**src/rtl/ex_muldiv_unit.sv**
```systemverilog
// ex_muldiv_unit: RV32M multiply/divide unit for the EX stage.
// Divides with a restoring algorithm at one quotient bit per cycle. Multiplies
// with radix-2 shift-add at one bit per cycle, or in a single cycle when the
// MULDIV_FAST_MUL_EN macro is defined. Results carry a one-cycle done pulse,
// and result holds its value until the next done.
module ex_muldiv_unit #(
  parameter int XLEN = 32
) (
  input  logic            CLK,
  input  logic            Reset,
  input  logic            start,
  input  logic            kill,
  input  logic [2:0]      func3,
  input  logic [XLEN-1:0] operand_a,
  input  logic [XLEN-1:0] operand_b,
  output logic            busy,
  output logic            done,
  output logic [XLEN-1:0] result
);

  typedef enum logic [1:0] {IDLE, MUL, DIV, DONE} state_t;

  state_t            r_state;
  state_t            w_state_next;
  logic [5:0]        r_count;
  logic [2:0]        r_func3;
  logic              r_neg_a;
  logic              r_neg_b;
  // r_mag holds the multiplicand (multiply) or the divisor (divide).
  logic [XLEN-1:0]   r_mag;
  // r_acc is {partial product, multiplier} or {remainder, dividend/quotient}.
  logic [2*XLEN-1:0] r_acc;
  logic [XLEN-1:0]   r_result;

  logic              w_accept;
  logic              w_is_div;
  logic              w_signed_a;
  logic              w_signed_b;
  logic              w_neg_a;
  logic              w_neg_b;
  logic              w_div_zero;
  logic              w_div_ovf;
  logic              w_special;
  logic [XLEN-1:0]   w_mag_a;
  logic [XLEN-1:0]   w_mag_b;
  logic [XLEN-1:0]   w_special_val;
  logic              w_res_load;
  logic [XLEN-1:0]   w_res_val;

  // Operand decode for the op presented while IDLE.
  assign w_accept   = (r_state == IDLE) & start & ~kill;
  assign w_is_div   = func3[2];
  assign w_signed_a = w_is_div ? ~func3[0] : (func3[1:0] != 2'b11);
  assign w_signed_b = w_is_div ? ~func3[0] : ~func3[1];
  assign w_neg_a    = w_signed_a & operand_a[XLEN-1];
  assign w_neg_b    = w_signed_b & operand_b[XLEN-1];
  assign w_mag_a    = w_neg_a ? -operand_a : operand_a;
  assign w_mag_b    = w_neg_b ? -operand_b : operand_b;

  // Divide special cases resolve at once. The overflow quotient equals the
  // dividend (the most negative value), so operand_a serves for both cases.
  assign w_div_zero    = (operand_b == '0);
  assign w_div_ovf     = w_signed_a & (operand_a == {1'b1, {(XLEN-1){1'b0}}}) & (operand_b == '1);
  assign w_special     = w_is_div & (w_div_zero | w_div_ovf);
  assign w_special_val = func3[1] ? (w_div_zero ? operand_a : '0)
                                  : (w_div_zero ? '1 : operand_a);

  // One shift-add multiply step: add the multiplicand into the upper half
  // when the current multiplier LSB is set, then shift right.
  logic [XLEN:0]     w_mul_sum;
  logic [2*XLEN-1:0] w_mul_acc;
  assign w_mul_sum = {1'b0, r_acc[2*XLEN-1:XLEN]} + {1'b0, ({XLEN{r_acc[0]}} & r_mag)};
  assign w_mul_acc = {w_mul_sum, r_acc[XLEN-1:1]};

  // One restoring divide step. The remainder is always below the divisor, so
  // the low XLEN bits of the subtraction are exact when it does not borrow.
  logic [XLEN:0]     w_div_shift;
  logic              w_div_ge;
  logic [XLEN-1:0]   w_div_sub;
  logic [2*XLEN-1:0] w_div_acc;
  assign w_div_shift = r_acc[2*XLEN-1:XLEN-1];
  assign w_div_ge    = (w_div_shift >= {1'b0, r_mag});
  assign w_div_sub   = w_div_shift[XLEN-1:0] - r_mag;
  assign w_div_acc   = {(w_div_ge ? w_div_sub : w_div_shift[XLEN-1:0]), r_acc[XLEN-2:0], w_div_ge};

  logic [2*XLEN-1:0] w_acc_step;
  assign w_acc_step = r_func3[2] ? w_div_acc : w_mul_acc;

  // Sign correction on the final iteration's accumulator value.
  logic [2*XLEN-1:0] w_prod;
  logic [XLEN-1:0]   w_quot;
  logic [XLEN-1:0]   w_rem;
  logic [XLEN-1:0]   w_final;
  assign w_prod  = (r_neg_a ^ r_neg_b) ? -w_acc_step : w_acc_step;
  assign w_quot  = (r_neg_a ^ r_neg_b) ? -w_acc_step[XLEN-1:0] : w_acc_step[XLEN-1:0];
  assign w_rem   = r_neg_a ? -w_acc_step[2*XLEN-1:XLEN] : w_acc_step[2*XLEN-1:XLEN];
  assign w_final = r_func3[2] ? (r_func3[1] ? w_rem : w_quot)
                              : ((r_func3[1:0] == 2'b00) ? w_prod[XLEN-1:0] : w_prod[2*XLEN-1:XLEN]);

`ifdef MULDIV_FAST_MUL_EN
  // Single-cycle signed product of the sign-extended operands. Sign-extending
  // to 2*XLEN gives the same low 2*XLEN bits as a 33x33 signed product.
  logic signed [2*XLEN-1:0] w_fast_a;
  logic signed [2*XLEN-1:0] w_fast_b;
  logic signed [2*XLEN-1:0] w_fast_prod;
  logic        [XLEN-1:0]   w_fast_res;
  assign w_fast_a    = {{XLEN{w_neg_a}}, operand_a};
  assign w_fast_b    = {{XLEN{w_neg_b}}, operand_b};
  assign w_fast_prod = w_fast_a * w_fast_b;
  assign w_fast_res  = (func3[1:0] == 2'b00) ? w_fast_prod[XLEN-1:0] : w_fast_prod[2*XLEN-1:XLEN];
`endif

  // Next-state, result-load and status outputs.
  always_comb begin
    w_state_next = r_state;
    w_res_load   = 1'b0;
    w_res_val    = w_final;
    busy         = 1'b0;
    done         = 1'b0;
    case (r_state)
      IDLE: begin
        if (w_accept) begin
          if (w_is_div) begin
            if (w_special) begin
              w_state_next = DONE;
              w_res_load   = 1'b1;
              w_res_val    = w_special_val;
            end else begin
              w_state_next = DIV;
            end
          end else begin
`ifdef MULDIV_FAST_MUL_EN
            w_state_next = DONE;
            w_res_load   = 1'b1;
            w_res_val    = w_fast_res;
`else
            w_state_next = MUL;
`endif
          end
        end
      end
      MUL, DIV: begin
        busy = 1'b1;
        if (kill) begin
          w_state_next = IDLE;
        end else if (r_count == 6'(XLEN-1)) begin
          w_state_next = DONE;
          w_res_load   = 1'b1;
        end
      end
      DONE: begin
        done         = 1'b1;
        w_state_next = IDLE;
      end
      default: w_state_next = IDLE;
    endcase
  end

  // State register.
  always_ff @(posedge CLK) begin
    if (Reset) begin
      r_state <= IDLE;
    end else begin
      r_state <= w_state_next;
    end
  end

  // Operand capture, iteration datapath and the held result.
  always_ff @(posedge CLK) begin
    if (Reset) begin
      r_func3  <= '0;
      r_neg_a  <= 1'b0;
      r_neg_b  <= 1'b0;
      r_mag    <= '0;
      r_acc    <= '0;
      r_count  <= '0;
      r_result <= '0;
    end else begin
      if (w_accept) begin
        r_func3 <= func3;
        r_neg_a <= w_neg_a;
        r_neg_b <= w_neg_b;
        r_mag   <= w_is_div ? w_mag_b : w_mag_a;
        r_acc   <= {{XLEN{1'b0}}, (w_is_div ? w_mag_a : w_mag_b)};
        r_count <= '0;
      end else if (busy) begin
        r_acc   <= w_acc_step;
        r_count <= r_count + 6'd1;
      end
      if (w_res_load) begin
        r_result <= w_res_val;
      end
    end
  end

  assign result = r_result;

endmodule

```
**config.mk**
```make
export PLATFORM = sky130hd
export DESIGN_NAME = ex_muldiv_unit
export DESIGN_NICKNAME = d
export VERILOG_FILES = /design/src/rtl/ex_muldiv_unit.sv
export SDC_FILE = /design/constraint.sdc
export NUM_CORES = 1
export LEC_CHECK = 0
export CAP_MARGIN = 20
export CORE_MARGIN = 1
export CORE_UTILIZATION = 55
export DETAILED_ROUTE_END_ITERATION = 10
export PLACE_DENSITY_LB_ADDON = 0.25
export SLEW_MARGIN = 5
export SYNTH_ARGS = -nofsm -noshare
export SYNTH_HDL_FRONTEND = slang
export SYNTH_SLANG_ARGS = --single-unit
```
**constraint.sdc**
```tcl
create_clock -name CLK -period 14.4 [get_ports CLK]
set_input_delay 1.44 -clock CLK [delete_from_list [all_inputs] [get_ports CLK]]
set_output_delay 1.44 -clock CLK [all_outputs]
set_load 0.03 [all_outputs]
```
==> impl_metrics.ini, run 1 <==
[cells_and_area]
syn2layout_area_growth_pct = 11.0
final_util = 0.620
final_area_um2 = 17700
final_layout_size_suffix_gt1_frac = 0.0581
final_nets = 2458

[yosys]
ys_warn_count = 0
syn_avg_cell_area_um2 = 6.92
syn_inst = 2312
async_reset_ff_frac = 0
synth-seq-cells = 141
seq_area_frac_synth = 0.177
synth_fp_nets = 2458
synth_cell_types = 97
syn-cell-area_um2 = 16000
synth_flop_cell = dfxtp_1
synth-edff-count = 0

[die]
ios = 105
start_util = 0.559
fp.dieW_um = 172
rows = 62
core_area_um2 = 28600
die-area_um2 = 29800
die_h_um = 172

[critical_path]
reg2reg_from = r_mag[12]
cp-start-kind = flip-flop
worstPathCellList = inv_1 > ha_1 > a21oi_2 > o21ai_1 > or2_1 > or3_1 > a21oi_4 > nor2_1 > a21oi_1 > ha_1 > nand4_1 > or4_1 > nor2b_1 > and2_1 > nand2b_1 > nor2_1 > a21oi_1 > o311ai_0 > a21oi_1
critical_path_arrival_ps = 6760
critical_path_buf_inv_count = 1
critPathMaxStageDelay_ps = 880
crit_path_end_kind = flip-flop
r2r_cells = 19
path_common_cell = a21oi_1
path_delay_family = simple AND/OR/NAND/NOR gates
startpoint = r_mag[12]
worstPathMaxFanout = 26
crit_required_ps = 14710
worst-setup-path-type = flip-flop to flip-flop
crit_cells = 19
r2r-end = result[16]
rrSetupSlack_ps = 7950
crit_end = result[16]
slowest_stage = o311ai_0

[clock_network]
htreeDepth = 4
cts_setup_buffers = 0
tritoncts = built
cts.sinks = 141
cts_made_buffers = 17
cts.clk_slew.worst_paths_ps = 70
clockBufferDepth = 2
cts_hold_buffers = 0
clk_latency_ps = 470
ctsResizeCount = 0
cts-root-buf = clkbuf_16

[detailed_routing]
routed_via_density = 7.05
postRouteAntennaNets = 0
firstDrtPassIters = 8
wl_per_cell_um = 26.3
num_vias = 19100
routed_wl_um = 71200
drcViolationCount = 0
drt_iter0_drc = 2735

[global_route]
grt_pass1_vias = 17400
grt_pass1_wl_um = 105000
grt_usage = 0.477
globalRouteOverflowTotal = 0
antenna_found_initial = 2
grt_start_max_net_pins = 97

[timing]
period_minus_slack_ps = 6450
final.setup_skew_ps = 11.0
max_slew_margin = 0.141
grt_setup_unrepaired = no
tns_ps = 0
period_share = 0.448
worstMarginPinSlew_ps = 1280
max_freq_mhz = 155
slew_viol_final = 0
setup_viol = 0
hold_viol_final = 0

[placement]
dpl.hpwl_um = 54100
port_buffers = 104
dpl_cell_area_um2 = 17100
gp_congestion = 1.10

[power]
power.density_nw_per_um2 = 184
p_leak_nw = 6.58
vdd_drop_max_mv = 0.168

[flow_run]
drv_cap = 0

[worst_hold_path]
hold_class = flip-flop to flip-flop

[status]
outcome = finished, final reports clean
how the worst min path moves through the flow:
stage	startpoint	to	slack [ps]	cells after the start
final	r_mag[8]	r_mag[8]	450	2
after global routing	r_mag[21]	r_mag[21]	470	2
after CTS	r_mag[24]	r_mag[24]	450	2
after detailed placement	result[11]	result[11]	440	1
after global placement	result[11]	result[11]	430	1
after floorplan	r_mag[27]	r_mag[27]	430	2
cells in the final DEF (no fill, tap or decap), types with 64 or more instances in the layout:
cell type	count
xnor2_1	93
o21ai_0	109
ha_1	72
clkdlybuf4s50_1	102
nand2_1	287
a21oi_1	245
o211ai_1	90
nor3_1	64
nor2_1	267
dfxtp_1	140
xor2_1	78
mux2i_1	64
cells in the mapped netlist, types with 7 or more instances:
library cell	count	area share
a211oi_1	58	0.027
o211ai_1	90	0.042
o31ai_1	34	0.016
a31oi_1	27	0.011
nand4_1	52	0.020
o21ai_1	8	0.0025
a21oi_1	245	0.077
nand2b_1	16	0.0063
nor4_1	15	0.0059
dfxtp_1	141	0.18
mux2_2	9	0.0063
a311oi_1	7	0.0038
o21bai_1	12	0.0056
ha_1	73	0.057
a21o_1	18	0.0085
nor2b_1	16	0.0063
nand2_1	287	0.067
inv_1	63	0.015
or2_2	17	0.0067
nor3_1	64	0.020
and2_1	13	0.0051
o21ai_0	109	0.034
or3_1	30	0.012
xor2_1	79	0.043
nor2_1	267	0.063
clkbuf_1	111	0.026
nand3_1	36	0.011
o21a_1	16	0.0075
o221ai_1	11	0.0060
buf_1	13	0.0031
or4_1	9	0.0042
a21oi_2	9	0.0049
and3_1	15	0.0059
a221oi_1	9	0.0049
buf_2	28	0.0088
xnor2_1	94	0.051
mux2i_1	64	0.040
a2111oi_0	10	0.0055
o41ai_1	8	0.0044
layer usage:
metal	share of wire	GRT usage	up-vias
met5	0.00035	0	-
met4	0.084	0.363	4
met3	0.12	0.144	344
met2	0.42	0.708	1380
met1	0.38	0.576	8897
li1	-	-	8478
kinds of logic after synthesis:
kind of cell,Yosys count,share of synthesized area
AOI/OAI and AO/OA,752,0.310
xor gates and xnor gates,173,0.0948
adders and majority gates,75,0.0596
buffers and inverters,221,0.0560
DFF,141,0.177
muxes,73,0.0464
and+or+nand+nor,877,0.257
area by class of cell:
class                      instances  area (um2)
antenna                            1        2.50
clock buffer                      18         429
clock inverter                    14         158
fill                            2698       10900
inverter                          64         240
multi-input combinational       1950       12300
sequential                       141        2830
tap                              384         480
timing repair buffer             138        1310
registers in the layout (all words and copies together), names as in the netlist:
signal / flops
r_state: 2
result: 32
r_acc: 64
r_func3: 3
r_neg_b: 1
r_count: 6
r_mag: 32
r_neg_a: 1
power breakdown:
| part | leakage, nW | total (W) | internal (W) | switching, W |
|---|---|---|---|---|
| logic | 5.15 | 0.00225 | 0.000724 | 0.00153 |
| clock network | 0.289 | 0.000475 | 0.000259 | 0.000216 |
| registers | 1.15 | 0.000545 | 0.000455 | 0.0000892 |
| total | 6.58 | 0.00327 | 0.00144 | 0.00183 |
worst reg2reg max path, stage by stage (launching register included):
cell,delay (ps)
dfxtp_1,330
inv_1,50
ha_1,430
a21oi_2,240
o21ai_1,150
or2_1,290
or3_1,530
a21oi_4,810
nor2_1,200
a21oi_1,220
ha_1,250
nand4_1,150
or4_1,670
nor2b_1,310
and2_1,250
nand2b_1,170
nor2_1,150
a21oi_1,50
o311ai_0,880
a21oi_1,160
per-stage QoR:
step,power [W],hold WS (ps),instances,worst slack [ps]
detailed placement,0.00267,441,2674,7810
global placement,0.00264,434,2673,7750
global route,0.00340,469,2709,7770
CTS,0.00314,453,2706,8240
floorplan,0.00205,432,2312,9340
finish,0.00327,451,2710,7950
Note: power is estimated with default switching activity, not from simulation.
==> run 2, diff against run 1 <==
clock period = 5.81 ns   (was 14.4 ns; I/O delays follow)
==> run 2 against run 1 <==
  * Flip-flop and latch count stayed put
  * Sequential share of layout area is 0.24 points lower
  * Worst hold slack hardly changed
==> impl_metrics.ini, run 2 (synthesis results as in run 1) <==
[critical_path]
cp-start-kind = flip-flop
worstPathCellList = inv_1 > ha_1 > a21oi_2 > o21ai_1 > a21oi_1 > o211ai_2 > a21oi_4 > nor2_1 > a21oi_1 > ha_1 > nand4_1 > or4_1 > nand2b_1 > nor3_1 > a21oi_1 > xnor2_1 > a221oi_1 > o221ai_1 > nor4b_2
critPathMaxStageDelay_ps = 680
slowest_stage = or4_1
r2r_cells = 19
crit_path_end_kind = flip-flop
startpoint = r_mag[24]
worst-setup-path-type = flip-flop to flip-flop
reg2reg_from = r_mag[24]
crit_required_ps = 6130
crit_cells = 19
crit_end = result[26]
r2r-end = result[26]
worstPathMaxFanout = 9
critical_path_buf_inv_count = 1
critical_path_arrival_ps = 5790
path_delay_family = compound AO/OA/AOI/OAI gates
rrSetupSlack_ps = 350
path_common_cell = a21oi_1

[cells_and_area]
final_layout_size_suffix_gt1_frac = 0.0732
final_nets = 2496
largest_reg_flops = 64
syn2layout_area_growth_pct = 12.7
layout_common_cells = 287 x nand2_1, 267 x nor2_1, 245 x a21oi_1
top_register = r_acc
mostFrequentLayoutCell = nand2_1
fillers = 2646

[timing]
setup_viol = 0
max_freq_mhz = 183
worstMarginPinSlew_ps = 1100
tns_ps = 0
fin_hold_ws_ps = 451
final.setup_skew_ps = 12.1
hold_viol_final = 0
period_share = 0.941
period_minus_slack_ps = 5460
grt_setup_unrepaired = no
slew_viol_final = 0
max_slew_margin = 0.265

[global_route]
globalRouteOverflowTotal = 0
grt_pass1_vias = 17200
grt_start_max_net_pins = 100
antenna_found_initial = 3
grt_usage = 0.468
grt_pass1_wl_um = 103000

[clock_network]
cts_hold_buffers = 0
cts_made_buffers = 17
cts_setup_buffers = 0
clk_latency_ps = 470
cts.sinks = 141
htreeDepth = 4
cts-root-buf = clkbuf_16
tritoncts = built
ctsResizeCount = 0
clockBufferDepth = 2
cts.clk_slew.worst_paths_ps = 70

[placement]
gp_congestion = 1.11
dpl.hpwl_um = 54600
port_buffers = 104

[detailed_routing]
wl_per_cell_um = 25.6
drcViolationCount = 0
routed_wl_um = 70200
num_vias = 19000
firstDrtPassIters = 8
postRouteAntennaNets = 0
drt_iter0_drc = 2969
routed_via_density = 6.92

[die]
core_area_um2 = 28600
rows = 62
die_h_um = 172
fp.dieW_um = 172
die-area_um2 = 29800
start_util = 0.559
ios = 105

[status]
outcome = finished, final reports clean

[power]
vdd_drop_max_mv = 0.383
p_leak_nw = 6.76
power.density_nw_per_um2 = 454

[flow_run]
drv_cap = 0

[worst_hold_path]
hold_class = flip-flop to flip-flop
run 2: per-layer routing:
layer / track usage / part of all wire / vias up
met5: 0 / 0.00019 / -
met3: 0.135 / 0.12 / 307
met1: 0.570 / 0.39 / 8850
met2: 0.722 / 0.42 / 1330
met4: 0.295 / 0.072 / 2
li1: - / - / 8538
run 2: worst min path at each step:
stage | end | startpoint | slack, ps | cells past startpoint
after global placement | r_mag[4] | r_mag[4] | 440 | 2
after detailed placement | result[11] | result[11] | 440 | 1
final | r_mag[12] | r_mag[12] | 450 | 2
after floorplan | r_mag[27] | r_mag[27] | 430 | 2
after global routing | r_mag[4] | r_mag[4] | 470 | 2
after CTS | r_mag[27] | r_mag[27] | 450 | 2
run 2: power breakdown:
group	internal (W)	switching [W]
clock	0.000647	0.000532
sequential	0.00113	0.000206
combinational	0.00191	0.00376
run 2: metrics by stage:
step	power, W	area (um2)	instances	worst slack, ps	utilization
after floorplan	0.00508	16000	2312	750	-
after global placement	0.00667	17400	2715	675	0.608
after detailed placement	0.00673	17400	2715	599	0.608
after CTS	0.00792	18000	2747	601	0.630
after global routing	0.00854	18000	2747	185	0.630
final	0.00819	18000	2748	345	0.630
run 2: layout make-up:
cell class / instances / area (um2) / area share
diodes: 1 / 2.50 / 0.000139
clock buffers: 17 / 425 / 0.0236
clock inverters: 15 / 178 / 0.00986
inverters: 64 / 240 / 0.0133
multi-input cells: 1950 / 12300 / 0.682
flip-flops and latches: 141 / 2830 / 0.157
well taps: 384 / 480 / 0.0267
repair buffers: 176 / 1570 / 0.0872
run 2: worst register-to-register path, stage by stage, from the launching register on:
cell      delay, ps
dfxtp_1         340
inv_1            60
ha_1            420
a21oi_2         200
o21ai_1         110
a21oi_1         410
o211ai_2        290
a21oi_4         210
nor2_1           90
a21oi_1         200
ha_1            260
nand4_1         170
or4_1           680
nand2b_1        230
nor3_1          280
a21oi_1         140
xnor2_1         210
a221oi_1        620
o221ai_1        220
nor4b_2         200
==> RTL change 1, RTL diff (config.mk and constraints of run 1) <==
Compare `r_count` against `6'(XLEN-1)` with >= in place of ==.
--- a/src/rtl/ex_muldiv_unit.sv
+++ b/src/rtl/ex_muldiv_unit.sv
@@ -143,7 +143,7 @@
         busy = 1'b1;
         if (kill) begin
           w_state_next = IDLE;
-        end else if (r_count == 6'(XLEN-1)) begin
+        end else if (r_count >= 6'(XLEN-1)) begin
           w_state_next = DONE;
           w_res_load   = 1'b1;
         end
Formal check against the unedited RTL: same outputs for any inputs over 4 cycles, from zero or initial values and one cycle with Reset high; that may be too few to reach the edited logic, so the function may still have changed.
==> RTL change 1 against run 1 <==
- power rose by 6.0%
- count of clock-buffer cells in the layout did not move
- core utilization rose by 0.67 points
- maximum frequency fell by 9.1%
- final area rose by 2.7%
- synthesized area rose by 3.0%
- global-route usage fell by 3.6 points
- sequential cell count did not move
- highest routed layer unchanged
- worst setup slack got worse by 640 ps
- routed wire length fell by 3.0%
==> RTL change 1: results (changes against run 1) <==
[synthesis]
synthArstFlopShare_pct = 0  ; unchanged
ys_top_cells_by_area = dfxtp_1 (17%), a21oi_1 (7.7%), nand2_1 (6.7%)
ys_seq_area_share_pct = 17.14  ; -0.52 points
synth.distinct_cells = 98  ; +1.0%
avgSynthCellArea_um2 = 6.924  ; +0.13%
synth_commonest_cells = nand2_1 (294), a21oi_1 (252), nor2_1 (241), dfxtp_1 (141), o21ai_0 (116)
syn_nets = 2525  ; +2.7%
yosysWarnings = 0  ; unchanged

[worst_setup_path]
worstPathMaxFanout = 22  ; -15%
slowest_stage = nand2_1
critPathTopFamily = compound AO/OA/AOI/OAI gates
cp.arrival_ps = 7440  ; +680 ps
slowest_delay_ps = 870

[global_routing]
antenna_found_initial = 4  ; +2
grt_pass1_vias = 17030  ; -2.1%
track_usage_pct = 44.14  ; -3.6 points
grt_pass1_wl_mm = 102.9  ; -2.1%
grt_max_degree = 87  ; -10%

[layout]
drive_above_1_share_pct = 5.290  ; -0.52 points
nFillCells = 2727  ; +1.1%
regMostFlops = r_acc
largest_register_ffs = 64  ; unchanged

[route]
drt-total-wl_mm = 69.04  ; -3.0%
via_count = 19090  ; -0.073%
first_pass_iters = 10  ; +2
post_drt_via_cell_ratio = 6.896  ; -2.2%
drtIter0Drc = 2924  ; +6.9%

[clock_tree]
cts-buffers-inserted = 17  ; unchanged
cts_setup_buffers = 0  ; unchanged
cts.path.max_buffers = 2  ; unchanged
htreeDepth = 4  ; unchanged
cts-root-buf = clkbuf_16
clk_pin_slew_ps = 70  ; about the same
post_cts.resized_instances = 0  ; unchanged
insertion_delay_ps = 450  ; -20 ps

[timing]
skew_ps = 7.922  ; -3.035 ps
maxSlewHeadroom_pct = 18.77  ; +4.6 points

[place]
dpl.hpwl_mm = 53.24  ; -1.6%
dp_slack_ps = 7670  ; -136.2 ps
gp_congestion = 1.081  ; -1.4%
postPlaceCellArea_um2 = 17580  ; +2.6%
port_buffers = 104  ; unchanged
dp.cells = 2734  ; +2.2%

[power_and_ir_drop]
leakage_nw = 6.918  ; +5.1%
ir_drop_v = 0.0001967  ; +17%

[hold_path]
min_path_type = reg2reg

[run_status]
status = complete, no violations

==> RTL change 1: power breakdown <==
| group | switching [W] | internal [W] | total, W |
|---|---|---|---|
| Clock | 0.000210 | 0.000299 | 0.000509 |
| Sequential | 0.000115 | 0.000465 | 0.000580 |
| Combinational | 0.00158 | 0.000797 | 0.00237 |
==> RTL change 1: cells by family (layout without fill, tap and decap cells) <==
kind of cell	after synthesis	in the layout	share of synthesized area [%]
and+or+nand+nor	891	891	25.80
buffers and inverters	239	242	5.917
adders and majority gates	77	77	5.909
DFF	141	141	17.14
xor gates and xnor gates	162	162	8.613
muxes	86	86	5.271
other	0	2	0
AOI/OAI and AO/OA	783	783	31.35
==> RTL change 1: worst paths after layout <==
kind | from | endpoint | slack [ps] | cells past startpoint
worst max register to register | r_mag[10] | result[16] | 7310 | 20
worst min-delay path | result[5] | result[5] | 460 | 2
worst min register to register | result[5] | result[5] | 460 | 2
worst max-delay path | r_mag[10] | result[16] | 7310 | 20
==> RTL change 1: layout make-up <==
type	instances	area, um^2	share of cell area [%]
multi-input cells	1999	12710	69.74
clock buffers	18	439.2	2.409
clock inverters	14	205.2	1.126
well taps	384	480.5	2.635
repair buffers	139	1294	7.096
flip-flops and latches	141	2826	15.50
diodes	2	5.005	0.02745
inverters	71	266.5	1.462
==> RTL change 1: routing by layer <==
| metal | track usage, % | vias up | routed length, um |
|---|---|---|---|
| met5 | 0 | - | 27 |
| met2 | 63.38 | 1230 | 28150 |
| met3 | 12.34 | 265 | 8478 |
| li1 | - | 8700 | - |
| met4 | 28.37 | 4 | 5002 |
| met1 | 57.64 | 8890 | 27380 |
==> RTL change 1: worst min-delay path, cell delays in order (launching register included) <==
cell and delay, ps:
dfxtp_1 310, nand2_1 50, a21oi_1 50
==> RTL change 2, RTL diff (settings of run 1) <==
Made on the original files. The parameter `XLEN` goes from 32 to 36.
--- a/src/rtl/ex_muldiv_unit.sv
+++ b/src/rtl/ex_muldiv_unit.sv
@@ -4,7 +4,7 @@
 // MULDIV_FAST_MUL_EN macro is defined. Results carry a one-cycle done pulse,
 // and result holds its value until the next done.
 module ex_muldiv_unit #(
-  parameter int XLEN = 32
+  parameter int XLEN = 36
 ) (
   input  logic            CLK,
   input  logic            Reset,
Ports: changed (resized operand_a, operand_b and result); port bits go from 105 to 117. No check against the original RTL was run, so the function may have changed too.
==> RTL change 2 against run 1 <==
- synthesized area up 14%
- largest power group unchanged
- sequential cell count rose by 16
- critical path type is now in2reg
- power increased by 44%
- worst hold slack gained 6.1 ps
- final area up 14%
- routed wire length up 15%
- worst setup slack worse by 580 ps
- non-clock buffer count rose by 10
- critical endpoint is now result[14]
==> RTL change 2: results (changes against run 1) <==
[run_status]
status = complete, no violations

[layout]
largest_register_ffs = 72  ; +13%
nFillCells = 3052  ; +13%
sh_seq_area_pct = 15.62  ; -0.31 points
final-clk-cell-share_pct = 2.943  ; -0.36 points
inverters = 95  ; +48%
multi_input_area_um2 = 14080  ; +14%

[synthesis]
syn_nets = 2812  ; +14%

[place]
port_buffers = 116  ; +12%
dp_slack_ps = 7193  ; -613.4 ps
dpl.hpwl_mm = 63.43  ; +17%

[power_and_ir_drop]
leakage_nw = 7.470  ; +13%
ir_drop_v = 0.0002966  ; +77%

[worst_setup_path]
cp.arrival_ps = 7430  ; +670 ps
r2r_slack_ps = 7590  ; -360 ps
worstPathMaxFanout = 28  ; +7.7%

[global_routing]
grt_max_degree = 90  ; -7.2%
grt.met3_usage_pct = 11.82  ; -2.6 points
use_met2_pct = 70.06  ; -0.78 points
antenna_found_initial = 3  ; +1
track_usage_pct = 47.10  ; -0.63 points
grt.met1_usage_pct = 61.48  ; +3.8 points
grt_pass1_vias = 19400  ; +11%

[route]
first_pass_iters = 9  ; +1
dr_wl_met2_mm = 33.92  ; +15%
wl_met1_mm = 31.94  ; +18%
drtIter0Drc = 3349  ; +22%
wl_per_cell_um = 26.33  ; +0.23%

[hold_path]
min_from = r_mag[4]

[clock_tree]
numClockSinks = 157  ; +11%

RTL change 2: cell types whose count changed after synthesis, moves of 21 or more:
cell / delta
a21oi_1: +25
a211oi_1: +37
nor2_1: +96
inv_1: +29
o211ai_1: -21
xnor2_1: +24
RTL change 2: worst max-delay path by stage:
stage | start | to | slack (ps) | depth (start not counted)
after floorplan | r_mag[12] | result[34] | 9330 | 23
after detailed placement | func3[1] | result[14] | 7190 | 14
after global routing | operand_b[0] | result[14] | 7300 | 17
final | func3[1] | result[14] | 7370 | 14
after CTS | func3[1] | result[14] | 7650 | 14
after global placement | func3[1] | result[14] | 7200 | 14
RTL change 2: kinds of logic (layout without fill, tap and decap cells):
group	Yosys count	in the layout	synth area share, %
multiplexers	85	85	4.713
XOR/XNOR	195	195	9.365
adder cells (fa/ha/maj)	85	85	5.886
other	0	1	0
flip-flops	157	157	17.23
AND/OR/NAND/NOR	987	987	25.21
AO/OA/AOI/OAI	874	874	31.88
buffers and inverters	267	275	5.715
RTL change 2: per-stage QoR:
stage,instances,power [W],hold slack [ps],cell area (um^2)
after floorplan,2650,0.003069,431.9,18240
after global placement,3065,0.004009,436.8,19510
after detailed placement,3067,0.004044,444.1,19550
after CTS,3099,0.004529,453.5,20140
after global routing,3100,0.004922,465.7,20150
final,3101,0.004723,457.4,20150
RTL change 2: worst max-delay path, cell delays in order:
cell and delay, ps:
clkdlybuf4s50_1 730, o21ai_0 400, and2_1 740, nand3_1 160, nor4_1 520, a41oi_1 520, nor2_4 850, o21bai_2 190
buf_4 270, or2_1 530, a211oi_1 530, o21ai_0 160, a21oi_1 260, a21o_1 110
RTL change 2: where the power goes:
group	switching (W)	internal, W
combinational	0.00236	0.00119
clock	0.000242	0.000234
sequential	0.000158	0.000537
total	0.00276	0.00196
